`src/rtl/mem_stage_pkg.sv`:
```
// rtl/mem_stage_pkg.sv - shared widths, stall encodings and bus layouts for the MEM stage
package mem_stage_pkg;

  localparam int STALL_W      = 6;
  localparam int LOAD_W       = 5;
  localparam int EX_TO_MEM_WD = 76;
  localparam int MEM_TO_WB_WD = 70;
  localparam int MEM_TO_RF_WD = 38;

  localparam logic STOP    = 1'b1;
  localparam logic NO_STOP = 1'b0;

  typedef struct packed {
    logic [31:0] pc;
    logic        ram_en;
    logic [3:0]  ram_wen;
    logic        sel_rf_res;
    logic        rf_we;
    logic [4:0]  rf_waddr;
    logic [31:0] ex_result;
  } ex_to_mem_t;

  typedef struct packed {
    logic lb;
    logic lbu;
    logic lh;
    logic lhu;
    logic lw;
  } load_bus_t;

endpackage

```
`src/rtl/mem_stage_load_ext.sv`:
```
// rtl/mem_stage_load_ext.sv - little-endian byte/half select with sign/zero extension
module mem_stage_load_ext
  import mem_stage_pkg::*;
(
  input  logic [31:0] i_rdata,
  input  logic [1:0]  i_a,
  input  load_bus_t   i_load,
  output logic [31:0] o_load_data
);

  logic [7:0]  w_byte;
  logic [15:0] w_half;

  always_comb begin
    w_byte      = i_rdata[{i_a, 3'b000} +: 8];
    w_half      = i_a[1] ? i_rdata[31:16] : i_rdata[15:0];
    o_load_data = i_rdata;
    if (i_load.lb)       o_load_data = {{24{w_byte[7]}}, w_byte};
    else if (i_load.lbu) o_load_data = {24'd0, w_byte};
    else if (i_load.lh)  o_load_data = {{16{w_half[15]}}, w_half};
    else if (i_load.lhu) o_load_data = {16'd0, w_half};
  end

endmodule

```
`src/rtl/mem_stage.sv`:
```
// rtl/mem_stage.sv - MIPS MEM stage: EX->MEM register, load extraction, WB/forwarding buses
// Optional MEM_ADDR_EXC_EN adds mem_adel for misaligned LH/LHU/LW.
module mem_stage
  import mem_stage_pkg::*;
#(
  parameter int MEM_STALL_BIT = 3,
  parameter int WB_STALL_BIT  = 4
)(
  input  logic                    clk,
  input  logic                    rst,
  input  logic [STALL_W-1:0]      stall,
  input  logic [EX_TO_MEM_WD-1:0] ex_to_mem_bus,
  input  logic [LOAD_W-1:0]       ex_load_bus,
  input  logic [31:0]             data_sram_rdata,
  output logic [MEM_TO_WB_WD-1:0] mem_to_wb_bus,
  output logic [MEM_TO_RF_WD-1:0] mem_to_rf_bus,
  output logic                    mem_is_load
`ifdef MEM_ADDR_EXC_EN
  ,
  output logic                    mem_adel
`endif
);

  ex_to_mem_t  r_ex;
  load_bus_t   r_ld;
  logic [31:0] r_rdata_buf;
  logic        r_buf_valid;

  logic        w_mem_stop;
  logic        w_wb_stop;
  logic        w_bubble;
  logic        w_hold;
  logic [1:0]  w_a;
  logic [31:0] w_eff_rdata;
  logic [31:0] w_load_data;
  logic [31:0] w_result;
  logic        w_adel;
  logic        w_rf_we;
  logic        w_unused_store_ctl;

  assign w_mem_stop = (stall[MEM_STALL_BIT] == STOP);
  assign w_wb_stop  = (stall[WB_STALL_BIT] == STOP);
  assign w_bubble   = w_mem_stop && (w_wb_stop == NO_STOP);
  assign w_hold     = w_mem_stop && w_wb_stop;

  always_ff @(posedge clk) begin
    if (rst || w_bubble) begin
      r_ex <= '0;
      r_ld <= '0;
    end else if (!w_mem_stop) begin
      r_ex <= ex_to_mem_bus;
      r_ld <= ex_load_bus;
    end
  end

  // SRAM data is only valid one cycle after the request; latch it on the first held cycle
  always_ff @(posedge clk) begin
    if (rst) begin
      r_rdata_buf <= '0;
      r_buf_valid <= 1'b0;
    end else if (!w_hold) begin
      r_buf_valid <= 1'b0;
    end else if (!r_buf_valid) begin
      r_rdata_buf <= data_sram_rdata;
      r_buf_valid <= 1'b1;
    end
  end

  assign w_a         = r_ex.ex_result[1:0];
  assign w_eff_rdata = r_buf_valid ? r_rdata_buf : data_sram_rdata;

  mem_stage_load_ext u_load_ext (
    .i_rdata     (w_eff_rdata),
    .i_a         (w_a),
    .i_load      (r_ld),
    .o_load_data (w_load_data)
  );

`ifdef MEM_ADDR_EXC_EN
  assign w_adel   = ((r_ld.lh | r_ld.lhu) & w_a[0]) | (r_ld.lw & (|w_a));
  assign mem_adel = w_adel;
`else
  assign w_adel   = 1'b0;
`endif

  assign w_rf_we            = r_ex.rf_we & ~w_adel;
  assign w_result           = r_ex.sel_rf_res ? w_load_data : r_ex.ex_result;
  assign w_unused_store_ctl = &{1'b0, r_ex.ram_en, r_ex.ram_wen};

  assign mem_to_wb_bus = {r_ex.pc, w_rf_we, r_ex.rf_waddr, w_result};
  assign mem_to_rf_bus = {w_rf_we, r_ex.rf_waddr, w_result};
  assign mem_is_load   = |r_ld;

endmodule

```
`config.mk`:
```
export PLATFORM = sky130hd
export DESIGN_NAME = mem_stage
export DESIGN_NICKNAME = d
export VERILOG_FILES = /design/src/rtl/mem_stage_pkg.sv /design/src/rtl/mem_stage_load_ext.sv /design/src/rtl/mem_stage.sv
export SDC_FILE = /design/constraint.sdc
export NUM_CORES = 1
export LEC_CHECK = 0
export ABC_CLOCK_PERIOD_IN_PS = 2900
export BUFFER_PORTS_ARGS = -buffer_cell sky130_fd_sc_hd__buf_2
export CELL_PAD_IN_SITES_DETAIL_PLACEMENT = 1
export CELL_PAD_IN_SITES_GLOBAL_PLACEMENT = 2
export CORE_MARGIN = 5
export CORE_UTILIZATION = 25
export CTS_CLUSTER_DIAMETER = 30
export DETAILED_ROUTE_END_ITERATION = 16
export GPL_TIMING_DRIVEN = 0
export PLACE_DENSITY = 0.73
export SLEW_MARGIN = 10
export SYNTH_ARGS = -nofsm -noshare
export SYNTH_HDL_FRONTEND = slang
export SYNTH_HIERARCHICAL = 1
export SYNTH_SLANG_ARGS = --single-unit
```
`constraint.sdc`:
```
create_clock -name clk -period 2.9 [get_ports clk]
set_input_delay 0.58 -clock clk [delete_from_list [all_inputs] [get_ports clk]]
set_output_delay 0.58 -clock clk [all_outputs]
set_load 0.05 [all_outputs]
```
# Word-level counts from Yosys, hierarchy flattened
# Cells that the tools add are included.
[classes]
n_mux = 8
shift = 1
reduce_logical = 4
bitwise = 1
[ops]
columns = ["cell", "n"]
rows = [
  ["$mux 32", 6],
  ["$shiftx 32x6->8", 1],
  ["$mux 16", 1],
  ["$reduce_or 5->1", 1],
  ["$logic_and 1x1->1", 2],
  ["$logic_or 1x1->1", 1],
  ["$mux 1", 1],
  ["$not 1->1", 1],
]
[word_totals]
input_bits = 121
elab_cells = 26
reg_bits = 109

# Longest topological paths before layout
# Gate-level depths: netlist (run 1).
[depth]
word_depth = 7
depth_mapped = 9
mapped_depth_nobuf = 5

# Modules after synthesis
# Netlist (run 1), hierarchy kept.
[by_module_without_submodules]
columns = ["module", "instances", "cells_each", "area_per_inst_um2", "seq_area_each_um2"]
rows = [
  ["mem_stage", 1, 632, 5736.8, 2182.1],
  ["mem_stage_load_ext", 1, 119, 852.1, 0.0],
]

# Worst setup path after synthesis (run 1)
# OpenSTA, ideal clock, no wires.
[synth_path]
path_type = "reg2out"
start = "register r_buf_valid"
end = "output mem_to_wb_bus[15]"
path_stages_with_launch = 9
path_slack_ns = 0.065
t_arrival_ns = 2.255
path_cell_list = "dfxtp_1 buf_4 buf_2 mux2_2 mux2_2 a22oi_4 o21ai_0 mux2_2 buf_4"
[synth_between]
elab_chain_len = 7
[synth_lines]
columns = ["item", "line_no", "rtl"]
rows = [
  ["from (decl)", "mem_stage.sv:27", "logic r_buf_valid;"],
  ["from (signal assigned)", "mem_stage.sv:60", "r_buf_valid <= 1'b0;"],
  ["from (signal assigned)", "mem_stage.sv:62", "r_buf_valid <= 1'b0;"],
  ["from (signal assigned)", "mem_stage.sv:65", "r_buf_valid <= 1'b1;"],
  ["$mux 32 *", "n/a", ""],
  ["via w_eff_rdata[31]", "mem_stage.sv:34", "logic [31:0] w_eff_rdata;"],
  ["parallel branches: the longest is 4 deep, another holds $shiftx 32x6->8", "n/a", ""],
  ["$mux 32 *", "mem_stage_load_ext.sv:18", "if (i_load.lb) o_load_data = {{24{w_byte[7]}}, w_byte};"],
  ["via w_load_data[15]", "mem_stage.sv:35", "logic [31:0] w_load_data;"],
  ["$mux 32 *", "mem_stage.sv:87", "assign w_result = r_ex.sel_rf_res ? w_load_data : r_ex.ex_result;"],
  ["to (decl)", "mem_stage.sv:15", "output logic [MEM_TO_WB_WD-1:0] mem_to_wb_bus,"],
]
# Mark *: on every way through the listed nets, which the timed path passes.

# Final worst setup path (run 1)
[layout_path]
start = "register r_buf_valid"
end = "output mem_to_wb_bus[10]"
[layout_lines]
columns = ["item", "line_no", "rtl"]
rows = [
  ["$mux 32", "n/a", ""],
  ["via w_eff_rdata[15]", "mem_stage.sv:34", ""],
  ["$shiftx 32x6->8", "mem_stage_load_ext.sv:15", "w_byte = i_rdata[{i_a, 3'b000} +: 8];"],
  ["$mux 32", "mem_stage_load_ext.sv:18", ""],
  ["via w_load_data[10]", "mem_stage.sv:35", ""],
  ["$mux 32", "mem_stage.sv:87", ""],
]
# The timed path passes the listed nets, and every way through them passes these cells.

==> results of run 1 <==
-- cell families (layout without fill, tap and decap cells) --
logic type,Yosys count,count (layout),synth area share (%)
and+or+nand+nor,290,290,25.0
AOI/OAI and AO/OA,97,97,8.70
other,0,1,0
buffers and inverters,139,393,14.3
DFF,109,109,33.1
muxes,116,116,18.9
-- where the power goes --
group | switching (W) | internal [W]
logic | 0.000804 | 0.000582
clock network | 0.000704 | 0.000631
registers | 0.0000478 | 0.00157
total | 0.00156 | 0.00278
-- final timing paths --
| check | start | cells after the start | end | slack (ps) |
|---|---|---|---|---|
| min reg2reg | r_rdata_buf[2] | 2 | r_rdata_buf[2] | 480 |
| max | r_buf_valid | 9 | mem_to_wb_bus[10] | -300 |
| max reg2reg | r_buf_valid | 5 | r_rdata_buf[30] | 1450 |
| min | ex_to_mem_bus[63] | 3 | mem_to_wb_bus[57] | 450 |
-- through the flow --
step                instances  setup slack, ps  total power [W]  cell area [um2]  util (%)
global route             1340             -381          0.00454             9350      36.0
detailed placement       1303             -314          0.00285             8090      31.1
global placement         1303             -316          0.00284             8090      31.1
floorplan                 751             64.7          0.00251             6590         -
CTS                      1334             -329          0.00437             9120      35.1
finish                   1341             -304          0.00434             9360      36.0
-- timing repair --
item	in CTS	in global routing
pin swaps	8	7
endpoints found under the hold margin	0	0
cloned	3	0
buffers inserted	12	9
setup endpoints to repair	64	64
gates resized for setup	172	48
-- area by class of cell --
cell class / instances / area (um2)
Antenna cell: 1 / 2.50
Buffer: 138 / 1020
Clock buffer: 9 / 225
Clock inverter: 7 / 95.1
Fill cell: 3103 / 16600
Multi-Input combinational cell: 503 / 3730
Sequential cell: 109 / 2190
Tap cell: 335 / 419
Timing Repair Buffer: 239 / 1670
-- placed cells by master, fill, tap and decap left out, types with 7 or more instances in the layout --
cell type,synthesis,final
buf_2,32,183
nand2b_1,140,140
dfxtp_1,109,108
buf_4,80,103
nand3_1,112,101
a21oi_1,76,76
mux2i_1,50,50
buf_6,8,49
mux2_4,0,44
buf_8,1,22
mux2_2,66,22
nand2_1,18,18
clkbuf_1,17,17
clkbuf_16,0,9
o22ai_1,7,7
and3_1,7,7
a311o_1,7,7
-- registers in the layout, summed over array words and instances, names as in the netlist --
register,count
r_ex,33
mem_to_wb_bus,32
r_rdata_buf,32
mem_to_rf_bus,5
r_ld,5
r_buf_valid,1
w_rf_we,1
-- layer usage --
layer,up-vias,share of wire (%),track usage (%)
met4,16,1.1,3.52
li1,3004,-,-
met5,-,0.42,0
met1,2884,43,19.9
met3,28,5.6,4.89
met2,126,50,28.0
-- critical path: cells and delay by family, from the launching register on --
family	cells	cell delay (ps)
AO/OA/AOI/OAI	1	230
buffers and inverters	4	560
flip-flops	1	440
AND/OR/NAND/NOR	1	80
multiplexers	3	930
==> impl_metrics.py, run 1 <==
metrics = {
    "sta": {
        "period_minus_slack_ps": 3200,
        "drv_slew": 0,
        "setup_viol": 64,
        "max_freq_mhz": 312,
        "max_slew_margin_pct": 66.2,
        "setup_tns_ps": -11940,
        "finalClockSkew_ps": 11.1,
        "worst_hold_slack_ps": 448,
        "postLayoutSetupSlackWorst_ps": -304,
        "fin_crit_sh_pct": 110,
        "worst_pin_slew_ps": 508,
        "finalHoldViolCount": 0,
        "grt_setup_unrepaired": "yes",
    },
    "floorplan": {
        "die_h_um": 172,
        "rows": 59,
        "core_area_um2": 26000,
        "die_x_um": 172,
        "io_pins": 230,
        "initial_core_util_pct": 25.4,
        "die-area_um2": 29700,
    },
    "layout": {
        "drive_gt1_share_pct": 46.4,
        "layout.nets": 1121,
        "area_growth_syn_to_layout_pct": 42.0,
    },
    "synthesis": {
        "synth_edf_count": 0,
        "ys_seq_area_share_pct": 33.1,
        "synthTopCellsByCount": "nand2b_1, nand3_1, dfxtp_1, buf_4, a21oi_1",
        "ys.warnings.count": 6,
        "netlist_top_cells_area": "dfxtp_1, nand2b_1, mux2_2, buf_4, nand3_1",
        "ys_seq_elements": 109,
        "synth.distinct_cells": 33,
        "synth_cells": 751,
        "synthMostInstantiatedCell": "nand2b_1",
        "syn_area_per_cell_um2": 8.77,
        "netlist_area_um2": 6590,
        "ys.flop_type": "dfxtp_1",
        "syn-num-nets": 872,
        "yosys.area.top_type": "dfxtp_1",
        "async_flop_share_pct": 0,
        "synth_top_area_share_pct": 33.1,
    },
    "power_and_ir_drop": {
        "irDropWorstVdd_v": 0.000295,
        "power_density_nw_per_um2": 464,
        "power_leakage_nw": 4.25,
    },
    "global_routing": {
        "grt_pass1_wl_mm": 37.1,
        "grt_start_max_net_pins": 24,
        "antenna_found_initial": 8,
        "grt_pass1_vias": 6429,
        "grt_usage_pct": 16.2,
        "grt_overflow": 0,
    },
    "clock_tree": {
        "cts_num_sinks": 109,
        "ctsHoldBuffers": 0,
        "htreeDepth": 3,
        "cts_root_buffer": "clkbuf_16",
        "clockBufferDepth": 2,
        "clock_latency_ps": 360,
        "cts_tree": "done",
        "clk_pin_slew_worst_paths_ps": 100,
        "cts_buffers": 9,
    },
    "critical_path": {
        "path_max_fanout": 7,
        "critPathSlowestCell": "dfxtp_4",
        "cpMostUsedCell": "mux2_4",
        "crit_chain": "buf_8 > mux2_4 > mux2_4 > a22oi_4 > buf_12 > nand3_4 > mux2_4 > buf_6 > buf_8",
        "required_ps": 2320,
        "worst_setup_path_end_kind": "output pin",
        "path_class": "reg2out",
        "startpoint_type": "flip-flop",
        "cp.arrival_ps": 2620,
        "cp_slowest_stage_delay_ps": 440,
    },
    "detailed_routing": {
        "drt-initial-drc-count": 233,
        "num_vias": 6058,
        "drc": 0,
        "drtPass1Iterations": 4,
        "viasPerCell": 4.52,
        "routed_wl_mm": 24.5,
        "wl_per_cell_um": 18.3,
        "ant_nets": 0,
    },
    "place": {
        "routabilityCongestion": 0.833,
        "dp_hpwl_mm": 18.5,
        "io_buffers": 217,
    },
    "flow_run": {
        "maxCapViolations": 0,
    },
    "hold_path": {
        "hold_path.class": "in2reg",
    },
    "status": {
        "status": "finished with violations",
        "violations": "setup timing",
    },
}
Power figures use the tool's default switching activity.
==> run 2, diff against run 1 <==
--- a/config.mk
+++ b/config.mk
@@ -14,7 +14,7 @@
 export CTS_CLUSTER_DIAMETER = 30
 export DETAILED_ROUTE_END_ITERATION = 16
 export GPL_TIMING_DRIVEN = 0
-export PLACE_DENSITY = 0.73
+export PLACE_DENSITY_LB_ADDON = 0.25
 export SLEW_MARGIN = 10
 export SYNTH_ARGS = -nofsm -noshare
 export SYNTH_HDL_FRONTEND = slang
==> impl_metrics.py, run 2 (synthesized netlist as in run 1, its figures left out) <==
metrics = {
    "status": {
        "status": "finished with violations",
        "violations": "setup timing",
    },
    "sta": {
        "postLayoutSetupSlackWorst_ps": -314,
        "drv_slew": 0,
        "finalClockSkew_ps": 7.92,
        "period_minus_slack_ps": 3210,
        "setup_viol": 64,
        "setup_tns_ps": -11930,
        "max_slew_margin_pct": 66.0,
        "worst_pin_slew_ps": 509,
        "grt_setup_unrepaired": "yes",
        "finalHoldViolCount": 0,
        "max_freq_mhz": 311,
        "fin_crit_sh_pct": 111,
    },
    "place": {
        "routabilityCongestion": 0.832,
        "dp_hpwl_mm": 18.5,
        "io_buffers": 217,
        "dp_slack_ps": -354,
    },
    "layout": {
        "layout.nets": 1113,
        "top_register": "r_ex",
        "seqCellArea_um2": 2180,
        "largest_reg_flops": 33,
        "final_common_cell": "buf_2",
        "area_growth_syn_to_layout_pct": 40.9,
        "n_fill_cell": 3075,
        "drive_gt1_share_pct": 45.9,
        "multi_input_area_um2": 3740,
        "final_cell_mix": "buf_2, nand2b_1, dfxtp_1",
    },
    "detailed_routing": {
        "wl_per_cell_um": 18.2,
        "drc": 0,
        "drtPass1Iterations": 4,
        "routed_wl_mm": 24.3,
        "ant_nets": 0,
        "drt-initial-drc-count": 228,
        "viasPerCell": 4.53,
        "num_vias": 6048,
    },
    "global_routing": {
        "grt_usage_pct": 16.0,
        "grt_start_max_net_pins": 21,
        "grt_overflow": 0,
        "grt_pass1_vias": 6358,
        "grt_pass1_wl_mm": 36.7,
        "antenna_found_initial": 7,
    },
    "floorplan": {
        "initial_core_util_pct": 25.4,
        "die_x_um": 172,
        "core_area_um2": 26000,
        "die_h_um": 172,
        "die-area_um2": 29700,
        "io_pins": 230,
        "rows": 59,
    },
    "critical_path": {
        "startpoint_type": "flip-flop",
        "cp.arrival_ps": 2630,
        "crit_path_start": "r_buf_valid",
        "r2r_setup_slack_ps": 1440,
        "r2r_start": "r_buf_valid",
        "path_class": "reg2out",
        "worst_setup_path_end_kind": "output pin",
        "path_max_fanout": 8,
        "required_ps": 2320,
    },
    "clock_tree": {
        "ctsHoldBuffers": 0,
        "cts_root_buffer": "clkbuf_16",
        "clock_latency_ps": 360,
        "cts_tree": "done",
        "cts_num_sinks": 109,
        "cts_buffers": 9,
        "clk_pin_slew_worst_paths_ps": 90,
        "clockBufferDepth": 2,
        "htreeDepth": 3,
    },
    "hold_path": {
        "hp-start": "ex_to_mem_bus[54]",
        "hold_path.class": "in2reg",
    },
    "flow_run": {
        "maxCapViolations": 0,
    },
    "power_and_ir_drop": {
        "power_density_nw_per_um2": 461,
        "irDropWorstVdd_v": 0.000285,
        "power_leakage_nw": 4.22,
        "total_power_w": 0.00428,
    },
}
## run 2: changes by cell type in the layout (fill, tap and decap cells not counted), sizes merged
cell / change
buf: -10
clkbuf: +3
clkinv: -1
clkinvlp: -1
diode: +2
inv: +1
## run 2: timing repair
item	in CTS	in global routing
pin swaps	7	6
cloned	1	0
setup endpoints to repair	64	64
buffers inserted	9	3
gates resized for setup	176	47
## run 2: cell type report
cell class,count,share of cell area (%)
timing repair buffer,230,17.3
antenna,3,0.0809
sequential,109,23.5
multi-input combinational,503,40.3
clock inverter,6,0.701
buffer,139,11.1
tap,335,4.52
clock buffer,10,2.47
## run 2: power by group
part / internal, W / switching [W] / total (W)
sequential: 0.00157 / 0.0000460 / 0.00162
clock: 0.000614 / 0.000668 / 0.00128
combinational: 0.000580 / 0.000803 / 0.00138
total: 0.00276 / 0.00152 / 0.00428
## run 2: metal layers
layer	vias up	global-route usage, %	part of all wire [%]
li1	2992	-	-
met1	2875	20.5	44
met2	145	26.6	49
met3	28	4.34	5.9
met4	8	4.07	1.5
met5	-	0	0.20
## run 2: worst max-delay path, cell delays in order (launching register included)
cell,delay (ps)
dfxtp_2,330
buf_6,140
buf_8,140
mux2_4,330
mux2_4,320
a22oi_4,190
buf_12,160
nand3_1,90
mux2_4,290
buf_4,140
buf_6,140
## run 2: stage by stage
step | cells | hold WS (ps) | instance area, um2 | utilization (%)
2_1_floorplan | 751 | 445 | 6590 | -
3_3_place_gp | 1303 | 456 | 8090 | 31.1
3_5_place_dp | 1303 | 464 | 8090 | 31.1
4_1_cts | 1329 | 440 | 9090 | 35.0
5_1_grt | 1334 | 455 | 9280 | 35.7
6_report | 1335 | 457 | 9280 | 35.7
## run 2: path summary, 6_finish.rpt
| path | end | cells past startpoint |
|---|---|---|
| setup reg to reg | r_rdata_buf[17] | 6 |
| hold reg to reg | r_rdata_buf[18] | 2 |
| setup / recovery | mem_to_wb_bus[11] | 10 |
| hold / removal | mem_to_wb_bus[48] | 3 |
==> run 3, diff against run 2 <==
--- a/config.mk
+++ b/config.mk
@@ -5,6 +5,7 @@
 export SDC_FILE = /design/constraint.sdc
 export NUM_CORES = 1
 export LEC_CHECK = 0
+export ABC_AREA = 1
 export ABC_CLOCK_PERIOD_IN_PS = 2900
 export BUFFER_PORTS_ARGS = -buffer_cell sky130_fd_sc_hd__buf_2
 export CELL_PAD_IN_SITES_DETAIL_PLACEMENT = 1
@@ -13,7 +14,7 @@
 export CORE_UTILIZATION = 25
 export CTS_CLUSTER_DIAMETER = 30
 export DETAILED_ROUTE_END_ITERATION = 16
-export GPL_TIMING_DRIVEN = 0
+export GPL_TIMING_DRIVEN = 1
 export PLACE_DENSITY_LB_ADDON = 0.25
 export SLEW_MARGIN = 10
 export SYNTH_ARGS = -nofsm -noshare
==> impl_metrics.py, run 3 <==
metrics = {
    "status": {
        "status": "complete, no violations",
    },
    "critical_path": {
        "crit_cells": 14,
        "path_max_fanout": 8,
        "cp_top_family": "simple AND/OR/NAND/NOR gates",
        "worst_setup_path_end_kind": "output pin",
        "critPathSlowestCell": "dfxtp_2",
        "reg2regPathDepth": 7,
        "cpMostUsedCell": "nand2_1",
        "path_buf_inv": 5,
        "startpoint_type": "flip-flop",
        "r2r_start": "r_buf_valid",
        "path_class": "reg2out",
        "cp.arrival_ps": 2190,
        "crit_path_start": "r_buf_valid",
        "cp_slowest_stage_delay_ps": 360,
        "crit_chain": "clkinvlp_4 > buf_12 > nand2_2 > nand2_1 > inv_2 > inv_2 > nand2_4 > nand3_4 > nand2_8 > nand2_8 > nand2_1 > nand2_1 > o21ai_1 > buf_4",
        "required_ps": 2320,
    },
    "detailed_routing": {
        "num_vias": 6738,
        "ant_nets": 0,
        "drt-initial-drc-count": 269,
        "drtPass1Iterations": 4,
        "routed_wl_mm": 23.2,
        "viasPerCell": 4.29,
        "wl_per_cell_um": 14.8,
        "drc": 0,
    },
    "synthesis": {
        "ys_seq_elements": 109,
        "async_flop_share_pct": 0,
        "netlist_top_cells_area": "dfxtp_1, nand2_1, buf_4, inv_1, a21oi_1",
        "synth_top_area_share_pct": 32.9,
        "synthMostInstantiatedCell": "nand2_1",
        "ys_seq_area_share_pct": 32.9,
        "ys.warnings.count": 6,
        "ys.flop_type": "dfxtp_1",
        "syn-num-nets": 1226,
        "syn_area_per_cell_um2": 5.99,
        "synth.distinct_cells": 24,
        "yosys.area.top_type": "dfxtp_1",
        "synth_edf_count": 0,
        "synthTopCellsByCount": "nand2_1, inv_1, a21oi_1, dfxtp_1, buf_4",
        "netlist_area_um2": 6620,
        "synth_cells": 1105,
    },
    "hold_path": {
        "hold_path.class": "in2reg",
        "whs_path_depth": 2,
        "hp-start": "rst",
    },
    "sta": {
        "worst_hold_slack_ps": 397,
        "setup_viol": 0,
        "fin_crit_sh_pct": 95.5,
        "period_minus_slack_ps": 2770,
        "finalHoldViolCount": 0,
        "max_freq_mhz": 361,
        "drv_slew": 0,
        "setup_tns_ps": 0,
        "worst_pin_slew_ps": 838,
        "max_slew_margin_pct": 44.1,
        "finalClockSkew_ps": 12.0,
    },
    "power_and_ir_drop": {
        "power_leakage_nw": 4.56,
        "irDropWorstVdd_v": 0.000256,
        "power_density_nw_per_um2": 494,
    },
    "clock_tree": {
        "cts_buffers": 9,
        "cts_num_sinks": 109,
        "clock_latency_ps": 360,
        "cts_tree": "done",
        "htreeDepth": 3,
        "cts_root_buffer": "clkbuf_16",
        "clockBufferDepth": 2,
        "clk_pin_slew_worst_paths_ps": 70,
    },
    "global_routing": {
        "grt_pass1_wl_mm": 36.5,
        "grt_usage_pct": 14.9,
        "grt_pass1_vias": 6792,
        "grt_start_max_net_pins": 77,
        "antenna_found_initial": 1,
        "grt_overflow": 0,
    },
    "place": {
        "dp.cells": 1544,
        "io_buffers": 220,
        "routabilityCongestion": 0.781,
        "dp_hpwl_mm": 16.7,
    },
    "floorplan": {
        "die-area_um2": 29900,
        "initial_core_util_pct": 25.4,
        "die_h_um": 173,
        "die_x_um": 173,
        "core_area_um2": 26100,
        "io_pins": 230,
        "rows": 59,
    },
    "layout": {
        "area_growth_syn_to_layout_pct": 29.2,
        "multi_input_area_um2": 3210,
        "stdcell_count": 1571,
        "final_common_cell": "nand2_1",
        "largest_reg_flops": 33,
        "n_fill_cell": 3396,
        "drive_gt1_share_pct": 29.6,
        "fin_util_pct": 32.8,
        "top_register": "r_ex",
        "final_cell_mix": "nand2_1, buf_2, inv_1",
        "layout.nets": 1351,
        "seqCellArea_um2": 2190,
    },
    "flow_run": {
        "maxCapViolations": 0,
    },
}
run 3: stage by stage:
step | setup WS, ps | total power (W) | instance area, um2
floorplan | -116 | 0.00254 | 6620
global placement | 4.50 | 0.00278 | 7410
detailed placement | -7.26 | 0.00278 | 7410
CTS | -77.3 | 0.00421 | 8000
global route | -28.1 | 0.00448 | 8560
finish | 132 | 0.00423 | 8560
run 3: logic make-up (layout without fill, tap and decap cells):
family	after synthesis	in the layout	share of synthesized area, %
other	0	1	0
buffers and inverters	313	439	23.9
and+or+nand+nor	539	543	32.2
AOI/OAI and AO/OA	144	144	11.0
DFF	109	109	32.9
run 3: cell type report:
type / count / area share, %
Multi-Input combinational cell: 687 / 37.5
Sequential cell: 109 / 25.6
Timing Repair Buffer: 247 / 20.6
Inverter: 176 / 7.85
Tap cell: 335 / 4.90
Clock buffer: 10 / 2.68
Clock inverter: 6 / 0.906
Antenna cell: 1 / 0.0292
run 3: timing repair:
item                       in CTS  in global routing
buffers inserted                2                  3
hold buffers                    0                  0
pin swaps                       0                 12
cloned                          1                  4
gates resized for setup        99                160
setup endpoints to repair      62                 64
run 3: where the power goes:
group | internal (W) | leakage, nW | total [W] | switching (W)
clock network | 0.000689 | 0.147 | 0.00132 | 0.000633
registers | 0.00158 | 0.897 | 0.00162 | 0.0000449
logic | 0.000410 | 3.52 | 0.00129 | 0.000878
total | 0.00268 | 4.56 | 0.00423 | 0.00156
run 3: routing by layer:
layer | track usage, % | wire (um) | vias up
met5 | 0 | 0 | -
met2 | 25.6 | 11300 | 140
met3 | 2.99 | 1050 | 15
met4 | 3.21 | 268 | 0
met1 | 19.3 | 10700 | 3100
li1 | - | - | 3483
run 3: final timing paths:
check / to / slack (ps)
hold reg to reg: mem_to_wb_bus[62] / 450
setup / recovery: mem_to_wb_bus[24] / 130
setup reg to reg: r_rdata_buf[0] / 1720
hold / removal: r_buf_valid / 400
